## config.mk

```make
export PLATFORM = sky130hd
export DESIGN_NAME = udma_ext_per_tx_serializer
export DESIGN_NICKNAME = d
export VERILOG_FILES = /design/src/rtl/udma_ext_per_pkg.sv /design/src/rtl/udma_ext_per_word_buf.sv /design/src/rtl/udma_ext_per_tx_serializer.sv
export SDC_FILE = /design/constraint.sdc
export NUM_CORES = 1
export LEC_CHECK = 0
export CAP_MARGIN = 30
export CORE_UTILIZATION = 35
export DETAILED_ROUTE_END_ITERATION = 8
export PLACE_DENSITY = 0.57
export SYNTH_ARGS = -nofsm -noshare
export SYNTH_HDL_FRONTEND = slang
export SYNTH_SLANG_ARGS = --single-unit
```

## constraint.sdc

```tcl
create_clock -name clk_i -period 2.4 [get_ports clk_i]
set_clock_uncertainty 0.1 [all_clocks]
set_input_delay 0.6 -clock clk_i [delete_from_list [all_inputs] [get_ports clk_i]]
set_output_delay 0.6 -clock clk_i [all_outputs]
set_load 0.02 [all_outputs]
```

## src/rtl/udma_ext_per_pkg.sv

```systemverilog
// Shared types and constants for the external-peripheral TX serializer.
package udma_ext_per_pkg;

   localparam int unsigned WORD_W        = 32;
   localparam int unsigned BYTE_W        = 8;
   localparam int unsigned BEATS_W       = 3;
   localparam int unsigned SETUP_EN_BIT  = 0;
   localparam int unsigned SETUP_GAP_LSB = 8;
   localparam int unsigned SETUP_GAP_MSB = 15;

   localparam logic [1:0] DS_BYTE = 2'd0;
   localparam logic [1:0] DS_HALF = 2'd1;
   localparam logic [1:0] DS_WORD = 2'd2;

   typedef enum logic [1:0] {
      ST_IDLE,
      ST_SHIFT,
      ST_GAP
   } state_e;

   // Byte beats carried by one word; the reserved encoding behaves as a full word.
   function automatic logic [BEATS_W-1:0] beats_of(input logic [1:0] ds);
      case (ds)
         DS_BYTE: beats_of = BEATS_W'(1);
         DS_HALF: beats_of = BEATS_W'(2);
         DS_WORD: beats_of = BEATS_W'(4);
         default: beats_of = BEATS_W'(4);
      endcase
   endfunction

endpackage

```

## src/rtl/udma_ext_per_word_buf.sv

```systemverilog
// One-entry word/datasize holding register between the uDMA stream and the shifter.
module udma_ext_per_word_buf
   import udma_ext_per_pkg::*;
(
   input  logic              clk_i,
   input  logic              rst_i,
   input  logic              push_i,
   input  logic [WORD_W-1:0] word_i,
   input  logic [1:0]        datasize_i,
   input  logic              pop_i,
   output logic              full_o,
   output logic [WORD_W-1:0] word_o,
   output logic [1:0]        datasize_o
);

   always_ff @(posedge clk_i) begin
      if (rst_i) begin
         full_o     <= 1'b0;
         word_o     <= '0;
         datasize_o <= DS_BYTE;
      end else if (push_i) begin
         full_o     <= 1'b1;
         word_o     <= word_i;
         datasize_o <= datasize_i;
      end else if (pop_i) begin
         full_o     <= 1'b0;
      end
   end

endmodule

```

## src/rtl/udma_ext_per_tx_serializer.sv

```systemverilog
// Serializes uDMA TX words into little-endian byte beats for the external peripheral.
// Optional inter-byte gap from setup_i[15:8] is built only with UDMA_EXT_PER_GAP_EN defined.
module udma_ext_per_tx_serializer
   import udma_ext_per_pkg::*;
#(
   parameter int unsigned TRANS_SIZE = 16
)(
   input  logic                  clk_i,
   input  logic                  rst_i,
   input  logic [WORD_W-1:0]     setup_i,
   input  logic [WORD_W-1:0]     data_tx_i,
   input  logic [1:0]            data_tx_datasize_i,
   input  logic                  data_tx_valid_i,
   output logic                  data_tx_ready_o,
   output logic [BYTE_W-1:0]     ext_data_o,
   output logic                  ext_valid_o,
   output logic                  ext_last_o,
   input  logic                  ext_ready_i,
   output logic                  busy_o,
   input  logic                  cnt_clr_i,
   output logic [TRANS_SIZE-1:0] byte_cnt_o
);

   state_e                state_q, state_d;
   logic [WORD_W-1:0]     sh_word_q, sh_word_d;
   logic [BEATS_W-1:0]    sh_cnt_q, sh_cnt_d;
   logic [BEATS_W-1:0]    ld_beats;
   logic                  last_q, last_d;
   logic                  valid_q, valid_d;
   logic                  ready_q, ready_d;
   logic                  busy_q, busy_d;
   logic [TRANS_SIZE-1:0] cnt_q, cnt_d;

   logic                  tx_hs, ext_hs, gap_nz;
   logic                  load, load_buf;
   logic                  buf_push, buf_pop, buf_full, buf_full_d;
   logic [WORD_W-1:0]     buf_word;
   logic [1:0]            buf_ds;
   logic                  unused_setup;

`ifdef UDMA_EXT_PER_GAP_EN
   localparam int unsigned GAP_W = SETUP_GAP_MSB - SETUP_GAP_LSB + 1;
   logic [GAP_W-1:0] gap_q, gap_d;

   assign gap_nz       = |setup_i[SETUP_GAP_MSB:SETUP_GAP_LSB];
   assign unused_setup = ^{setup_i[WORD_W-1:SETUP_GAP_MSB+1],
                           setup_i[SETUP_GAP_LSB-1:SETUP_EN_BIT+1]};
`else
   assign gap_nz       = 1'b0;
   assign unused_setup = ^{setup_i[WORD_W-1:SETUP_GAP_MSB+1],
                           setup_i[SETUP_GAP_MSB:SETUP_EN_BIT+1]};
`endif

   assign tx_hs  = data_tx_valid_i & ready_q;
   assign ext_hs = valid_q & ext_ready_i;

   udma_ext_per_word_buf u_word_buf (
      .clk_i      (clk_i),
      .rst_i      (rst_i),
      .push_i     (buf_push),
      .word_i     (data_tx_i),
      .datasize_i (data_tx_datasize_i),
      .pop_i      (buf_pop),
      .full_o     (buf_full),
      .word_o     (buf_word),
      .datasize_o (buf_ds)
   );

   // Next-state and shifter update; a word lands in the shifter whenever it is empty or emptying.
   always_comb begin
      state_d   = state_q;
      sh_word_d = sh_word_q;
      sh_cnt_d  = sh_cnt_q;
      last_d    = last_q;
      load      = 1'b0;
      load_buf  = 1'b0;
      ld_beats  = '0;
`ifdef UDMA_EXT_PER_GAP_EN
      gap_d     = gap_q;
`endif
      case (state_q)
         ST_IDLE: begin
            if (tx_hs) load = 1'b1;
         end
         ST_SHIFT: begin
            if (ext_hs) begin
               if (sh_cnt_q > BEATS_W'(1)) begin
                  sh_word_d = sh_word_q >> BYTE_W;
                  sh_cnt_d  = sh_cnt_q - BEATS_W'(1);
                  last_d    = (sh_cnt_q == BEATS_W'(2));
                  state_d   = gap_nz ? ST_GAP : ST_SHIFT;
               end else if (buf_full) begin
                  load     = 1'b1;
                  load_buf = 1'b1;
               end else if (tx_hs) begin
                  load     = 1'b1;
               end else begin
                  sh_cnt_d = '0;
                  state_d  = ST_IDLE;
               end
            end
         end
`ifdef UDMA_EXT_PER_GAP_EN
         ST_GAP: begin
            gap_d = gap_q - GAP_W'(1);
            if (gap_q <= GAP_W'(1)) state_d = ST_SHIFT;
         end
`endif
         default: state_d = ST_IDLE;
      endcase

      if (load) begin
         ld_beats  = beats_of(load_buf ? buf_ds : data_tx_datasize_i);
         sh_word_d = load_buf ? buf_word : data_tx_i;
         sh_cnt_d  = ld_beats;
         last_d    = (ld_beats == BEATS_W'(1));
         state_d   = (ext_hs && gap_nz) ? ST_GAP : ST_SHIFT;
      end
`ifdef UDMA_EXT_PER_GAP_EN
      if (state_q == ST_SHIFT && state_d == ST_GAP)
         gap_d = setup_i[SETUP_GAP_MSB:SETUP_GAP_LSB];
`endif
   end

   // Buffer control and registered-output next values.
   always_comb begin
      buf_pop    = load_buf;
      buf_push   = tx_hs & ~(load & ~load_buf);
      buf_full_d = (buf_full & ~buf_pop) | buf_push;
      valid_d    = (state_d == ST_SHIFT);
      busy_d     = (state_d != ST_IDLE) | buf_full_d;
      ready_d    = setup_i[SETUP_EN_BIT] & ~buf_full_d;
      if (cnt_clr_i)   cnt_d = '0;
      else if (ext_hs) cnt_d = cnt_q + TRANS_SIZE'(1);
      else             cnt_d = cnt_q;
   end

   always_ff @(posedge clk_i) begin
      if (rst_i) begin
         state_q   <= ST_IDLE;
         sh_word_q <= '0;
         sh_cnt_q  <= '0;
         last_q    <= 1'b0;
         valid_q   <= 1'b0;
         ready_q   <= 1'b0;
         busy_q    <= 1'b0;
         cnt_q     <= '0;
`ifdef UDMA_EXT_PER_GAP_EN
         gap_q     <= '0;
`endif
      end else begin
         state_q   <= state_d;
         sh_word_q <= sh_word_d;
         sh_cnt_q  <= sh_cnt_d;
         last_q    <= last_d;
         valid_q   <= valid_d;
         ready_q   <= ready_d;
         busy_q    <= busy_d;
         cnt_q     <= cnt_d;
`ifdef UDMA_EXT_PER_GAP_EN
         gap_q     <= gap_d;
`endif
      end
   end

   assign data_tx_ready_o = ready_q;
   assign ext_data_o      = sh_word_q[BYTE_W-1:0];
   assign ext_valid_o     = valid_q;
   assign ext_last_o      = last_q;
   assign busy_o          = busy_q;
   assign byte_cnt_o      = cnt_q;

endmodule
```

# ---- Yosys cells after proc, flatten, opt, wreduce, memory -nomap -nowiden
# Cells that the tools add are included.
dict set report word_totals {
  out_inout_bits 28
  ff_bits 92
  inputBits 71
  word_cells 77
}
dict set report classes {
  mux 35
  bitwise_logic 11
  reduce_logical 10
  magnitude_cmp 1
  eq_ne 7
  n_addsub 2
}
# op n
set ops {}
lappend ops {{$mux W32} 5}
lappend ops {{$mux W3} 7}
lappend ops {{$add A16 B1 Y16 const B} 1}
lappend ops {{$mux W1} 14}
lappend ops {{$mux W2} 6}
lappend ops {{$reduce_bool A2 Y1} 5}
lappend ops {{$and A1 B1 Y1} 6}
lappend ops {{$eq A2 B1 Y1 const B} 3}
lappend ops {{$pmux W3 S2} 1}
lappend ops {{$logic_not A2 Y1} 2}
lappend ops {{$pmux W2 S2} 1}
lappend ops {{$reduce_and A4 Y1} 1}
lappend ops {{$eq A3 B1 Y1 const B} 1}
lappend ops {{$eq A3 B2 Y1 const B} 1}
lappend ops {{$gt A3 B1 Y1 const B} 1}
lappend ops {{$ne A3 B1 Y1 const B} 1}
lappend ops {{$ne A3 B3 Y1 const B} 1}
lappend ops {{$not A1 Y1} 3}
lappend ops {{$reduce_and A3 Y1} 1}
lappend ops {{$sub A3 B1 Y3 const B} 1}
lappend ops {{$or A1 B1 Y1} 2}
lappend ops {{$pmux W1 S2} 1}
lappend ops {{$reduce_or A2 Y1} 1}

# ---- Logic depth before layout (Yosys ltp)
dict set report depth {
  depth_word 12
  ltp_mapped 9
  mapped_depth_nobuf 7
}

# ---- Hierarchy
# Synthesis repeated with hierarchy kept, for this count alone.
dict set report hier_totals {
  cells_unflattened 461
  hier_area_um2 4485.6
}
# mod cells_each n_inst area_each_um2
set by_module_without_submodules {}
lappend by_module_without_submodules {udma_ext_per_tx_serializer 347 1 3213.1}
lappend by_module_without_submodules {udma_ext_per_word_buf 114 1 1272.5}

# ---- Worst setup path after synthesis
# Ideal clock, no wire load.
dict set report synth_timing {
  path_kind {in2reg}
  from {input port ext_ready_i}
  to {register sh_word_q[12]}
  t_arrival_ns 1.811
  cell_stages 7
  slack_ns 0.357
  required_time_ns 2.168
  n_path_buf 2
  path_cell_list {and4b_2 -> a31oi_4 -> or3_1 -> buf_2 -> buf_2 -> o211ai_1 -> a21oi_1}
}
dict set report synth_via {
  elab_chain_cells 5
  word_cells_on_any_way 11
  cone_classes {mux (6); bitwise (1); reduce/logical (4)}
}
# item line
set synth_lines {}
lappend synth_lines {{from (decl)} udma_ext_per_tx_serializer.sv:18} ;# input logic ext_ready_i,
lappend synth_lines {{$and A1 B1 Y1 *} udma_ext_per_tx_serializer.sv:55} ;# assign ext_hs = valid_q & ext_ready_i;
lappend synth_lines {{$mux W1} udma_ext_per_tx_serializer.sv:86} ;# if (ext_hs) begin
lappend synth_lines {{$pmux W1 S2 or $mux W1 (tied branches)} udma_ext_per_tx_serializer.sv:81} ;# case (state_q)
lappend synth_lines {{$reduce_bool A2 Y1 (no source line) or $mux W32 (tied branches)} n/a}
lappend synth_lines {{$reduce_and A3 Y1 (no source line) or $mux W32 (tied branches)} n/a}
lappend synth_lines {{to (signal assigned)} udma_ext_per_tx_serializer.sv:153} ;# sh_word_q <= sh_word_d;
lappend synth_lines {{to (decl)} udma_ext_per_tx_serializer.sv:25} ;# logic [WORD_W-1:0] sh_word_q, sh_word_d;
# Mark *: on every way between the ends. The rest lies on a longest branch, timed or not.
# A chain may end at the register's enable or synchronous reset.

# ---- Worst setup path in the final report
dict set report layout_timing {
  from {input port ext_ready_i}
  to {register sh_word_q[23]}
}
# Same word-level chain as after synthesis.

==> impl_metrics.tcl <==
set metrics [dict create \
    status "completed" \
    r2r_setup_slack_ns 0.15 \
    synth_cell_type_count 50 \
    hold_violations 0 \
    hpwl_um 6880 \
    p_seq_share_pct 48.1 \
    port_buffers 67 \
    synth_area_um2 4300 \
    comb_power_share_pct 7.6 \
    timing.rr.start "sh_cnt_q[1]" \
    syn_nets 525 \
    seqCellArea_um2 1840 \
    finalMaxSlewViolations 0 \
    cp_slowest_cell "clkdlybuf4s50_1" \
    core_area_um2 12000 \
    design_area_um2 5530 \
    viasPerCell 5.13 \
    required_ns 2.51 \
    drtIter0Drc 153 \
    synthFlopType "dfxtp_1" \
    yosysMostFrequentCell "dfxtp_1" \
    cts_inserted_buffers 9 \
    rr_worst_depth 8 \
    wl_um 9750 \
    syn_inst 450 \
    r2r-end "busy_o" \
    start_util_pct 35.8 \
    vias 3421 \
    rows 40 \
    gp_congestion 0.739 \
    synth_area_leaders "dfxtp_1 43%, mux2i_1 12%, nor2_1 4.7%, nand4b_1 3.3%, o311ai_1 3.3%" \
    dpl.cell_count 650 \
    startpoint_type "input pin" \
    fill_cells 1178 \
    final.period_utilization_pct 96.5 \
    timing.setup.tns_ns 0 \
    grt_pass1_vias 3271 \
    relSlewSlack_pct 59.3 \
    grt_overflow 0 \
    antenna_found_initial 1 \
    cellInternalPower_w 0.00254 \
    arrival_ns 2.42 \
    clkTransAtPathRegs_ns 0.06 \
    rsz0062_at_grt "false" \
    synth-warning-count 0 \
    power.switching_w 0.000709 \
    wl_per_cell_um 14.6 \
    crit_path_end_kind "register" \
    grt_pass1_wl_um 16200 \
    numClockSinks 92 \
    cts_max_level 3 \
    grt_max_degree 54 \
    die_w_um 113 \
    ys_ff_latch 92 \
    fp.dieH_um 113 \
    layout-drive-gt1-share_pct 11.8 \
    hp-class "reg2reg" \
    worst_pin_slew_ns 0.604 \
    syn-mean-instance-area_um2 9.56 \
    holdPathStages 2 \
    insertion_delay_ns 0.34 \
    min_to "sh_word_q[15]" \
    worstSetupPathType "in2reg" \
    place_area_um2 5220 \
    fmax_ghz 0.432 \
    drc 0 \
    yosys-top-cells-count "92 x dfxtp_1, 54 x nor2_1, 52 x mux2i_1" \
    layout_setup_ws_ns 0.0850 \
    finish.net_count 589 \
    multi_input_comb_area_um2 2190 \
    synth-seq-area-share_pct 42.8 \
    dp_slack_ns -0.255 \
    clock_path_buffers 2 \
    setup_viol 0 \
    yosysTopAreaCell "dfxtp_1" \
    worstPathMaxFanout 22 \
    period_minus_slack_ns 2.32 \
    area_growth_pct 28.5 \
    fp.dieArea_um2 12700 \
    max_stage_delay_ns 0.49 \
    root_buffer "clkbuf_16" \
    clockPowerShare_pct 44.3 \
    cts_tree "done" \
    dr.pass1.iters 4 \
    p_leak_nw 2.26 \
    powerDensity_nw_per_um2 587 \
    io_pins 99 \
    final_antenna_net_count 0 \
    synth-edff-count 0 \
    maxCapViolations 0 \
    final_cells 667 \
    async_flop_share_pct 0 \
    hp-start "sh_word_q[15]" \
    crit_chain "clkdlybuf4s50_1 > and4b_2 > a31oi_4 > or3_1 > buf_4 > nand4b_1 > o311ai_1" \
    peakVddDrop_mv 0.416 \
    grt_usage_pct 16.1 \
    synth.top_cell.area_share_pct 42.8 \
    switching_share_pct 21.8 \
]
==> cell families after synthesis <==
group           after synthesis  synth area share [%]
simple gates                141                  17.8
fa+ha+maj                     4                  1.16
compound gates               76                  13.1
buf+inv                      57                  6.72
other cells                   1                0.0871
xor+xnor                     13                  2.65
mux                          66                  15.8
flops                        92                  42.8
==> worst max-delay path, delay by kind of cell <==
family	cells	cell delay [ns]
and+or+nand+nor	3	0.89
buffers and inverters	2	0.73
AOI/OAI and AO/OA	2	0.19
==> repair_timing <==
action | CTS | global route
hold buffers | 0 | 0
buffers inserted | 0 | 0
resized for setup | 0 | 1
setup endpoints to repair | 0 | 2
hold endpoints to repair | 0 | 0
==> area by class of cell <==
class / count / share of cell area, %
multi-input combinational: 301 / 39.5
sequential: 92 / 33.3
timing repair buffer: 97 / 17.5
clock buffer: 12 / 4.64
tap: 147 / 3.32
inverter: 13 / 0.882
clock inverter: 4 / 0.859
antenna: 1 / 0.0452
==> flip-flops by register name, indices dropped and copies added, names as in the netlist <==
name                   flops
byte_cnt_o                16
state_q                    2
ext_valid_o                1
u_word_buf.word_o         32
data_tx_ready_o            1
u_word_buf.full_o          1
u_word_buf.datasize_o      2
sh_word_q                 32
ext_last_o                 1
busy_o                     1
sh_cnt_q                   3
==> worst max-delay path by stage <==
stage                startpoint               endpoint  slack (ns)  cells after the start
detailed placement  ext_ready_i          sh_word_q[23]       -0.26                      6
floorplan           ext_ready_i          sh_word_q[12]        0.36                      7
finish              ext_ready_i          sh_word_q[23]        0.08                      7
global route        sh_cnt_q[1]  u_word_buf.word_o[29]      0.0002                      8
CTS                 ext_ready_i          sh_word_q[23]         0.1                      6
global placement    ext_ready_i           sh_word_q[8]       -0.22                      7
==> power by group through the flow <==
| stage | Combinational (W) | Clock, W | Sequential (W) |
|---|---|---|---|
| after floorplan | 0.000121 | 0 | 0.00159 |
| after global placement | 0.000244 | 0 | 0.00159 |
| after detailed placement | 0.000246 | 0 | 0.00159 |
| after CTS | 0.000248 | 0.00149 | 0.00156 |
| after global routing | 0.000268 | 0.00155 | 0.00156 |
| final | 0.000246 | 0.00144 | 0.00156 |
==> placed cells by master, fill, tap and decap left out, drive strengths merged, types with 3 or more instances in the layout <==
| cell | n |
|---|---|
| a22oi | 8 |
| nand3 | 4 |
| mux2i | 52 |
| nand2 | 22 |
| dfxtp | 92 |
| clkdlybuf4s50 | 66 |
| buf | 31 |
| nand3b | 9 |
| o211ai | 8 |
| xor2 | 8 |
| a221oi | 3 |
| mux2 | 14 |
| nand4 | 6 |
| o311ai | 16 |
| o21ai | 3 |
| xnor2 | 5 |
| nor2 | 55 |
| a211oi | 3 |
| clkbuf | 12 |
| ha | 4 |
| or3 | 12 |
| o31ai | 9 |
| nand4b | 16 |
| inv | 13 |
| a21oi | 19 |
==> metal layers <==
metal / vias up / wire length [µm] / GRT usage [%]
met1: 1605 / 4840 / 21.4
met5: - / 0 / 0
met4: 0 / 169 / 8.07
met3: 10 / 338 / 3.27
met2: 61 / 4400 / 25.0
li1: 1745 / - / -
==> metrics by stage <==
step / hold slack [ns] / total power [W] / utilization, %
after global routing: 0.370 / 0.00338 / 46.1
after detailed placement: 0.347 / 0.00184 / 43.5
after global placement: 0.343 / 0.00184 / 43.5
after CTS: 0.356 / 0.00330 / 46.0
final: 0.355 / 0.00325 / 46.1
after floorplan: 0.336 / 0.00172 / -
No activity file was read; power rests on OpenSTA's default activity.
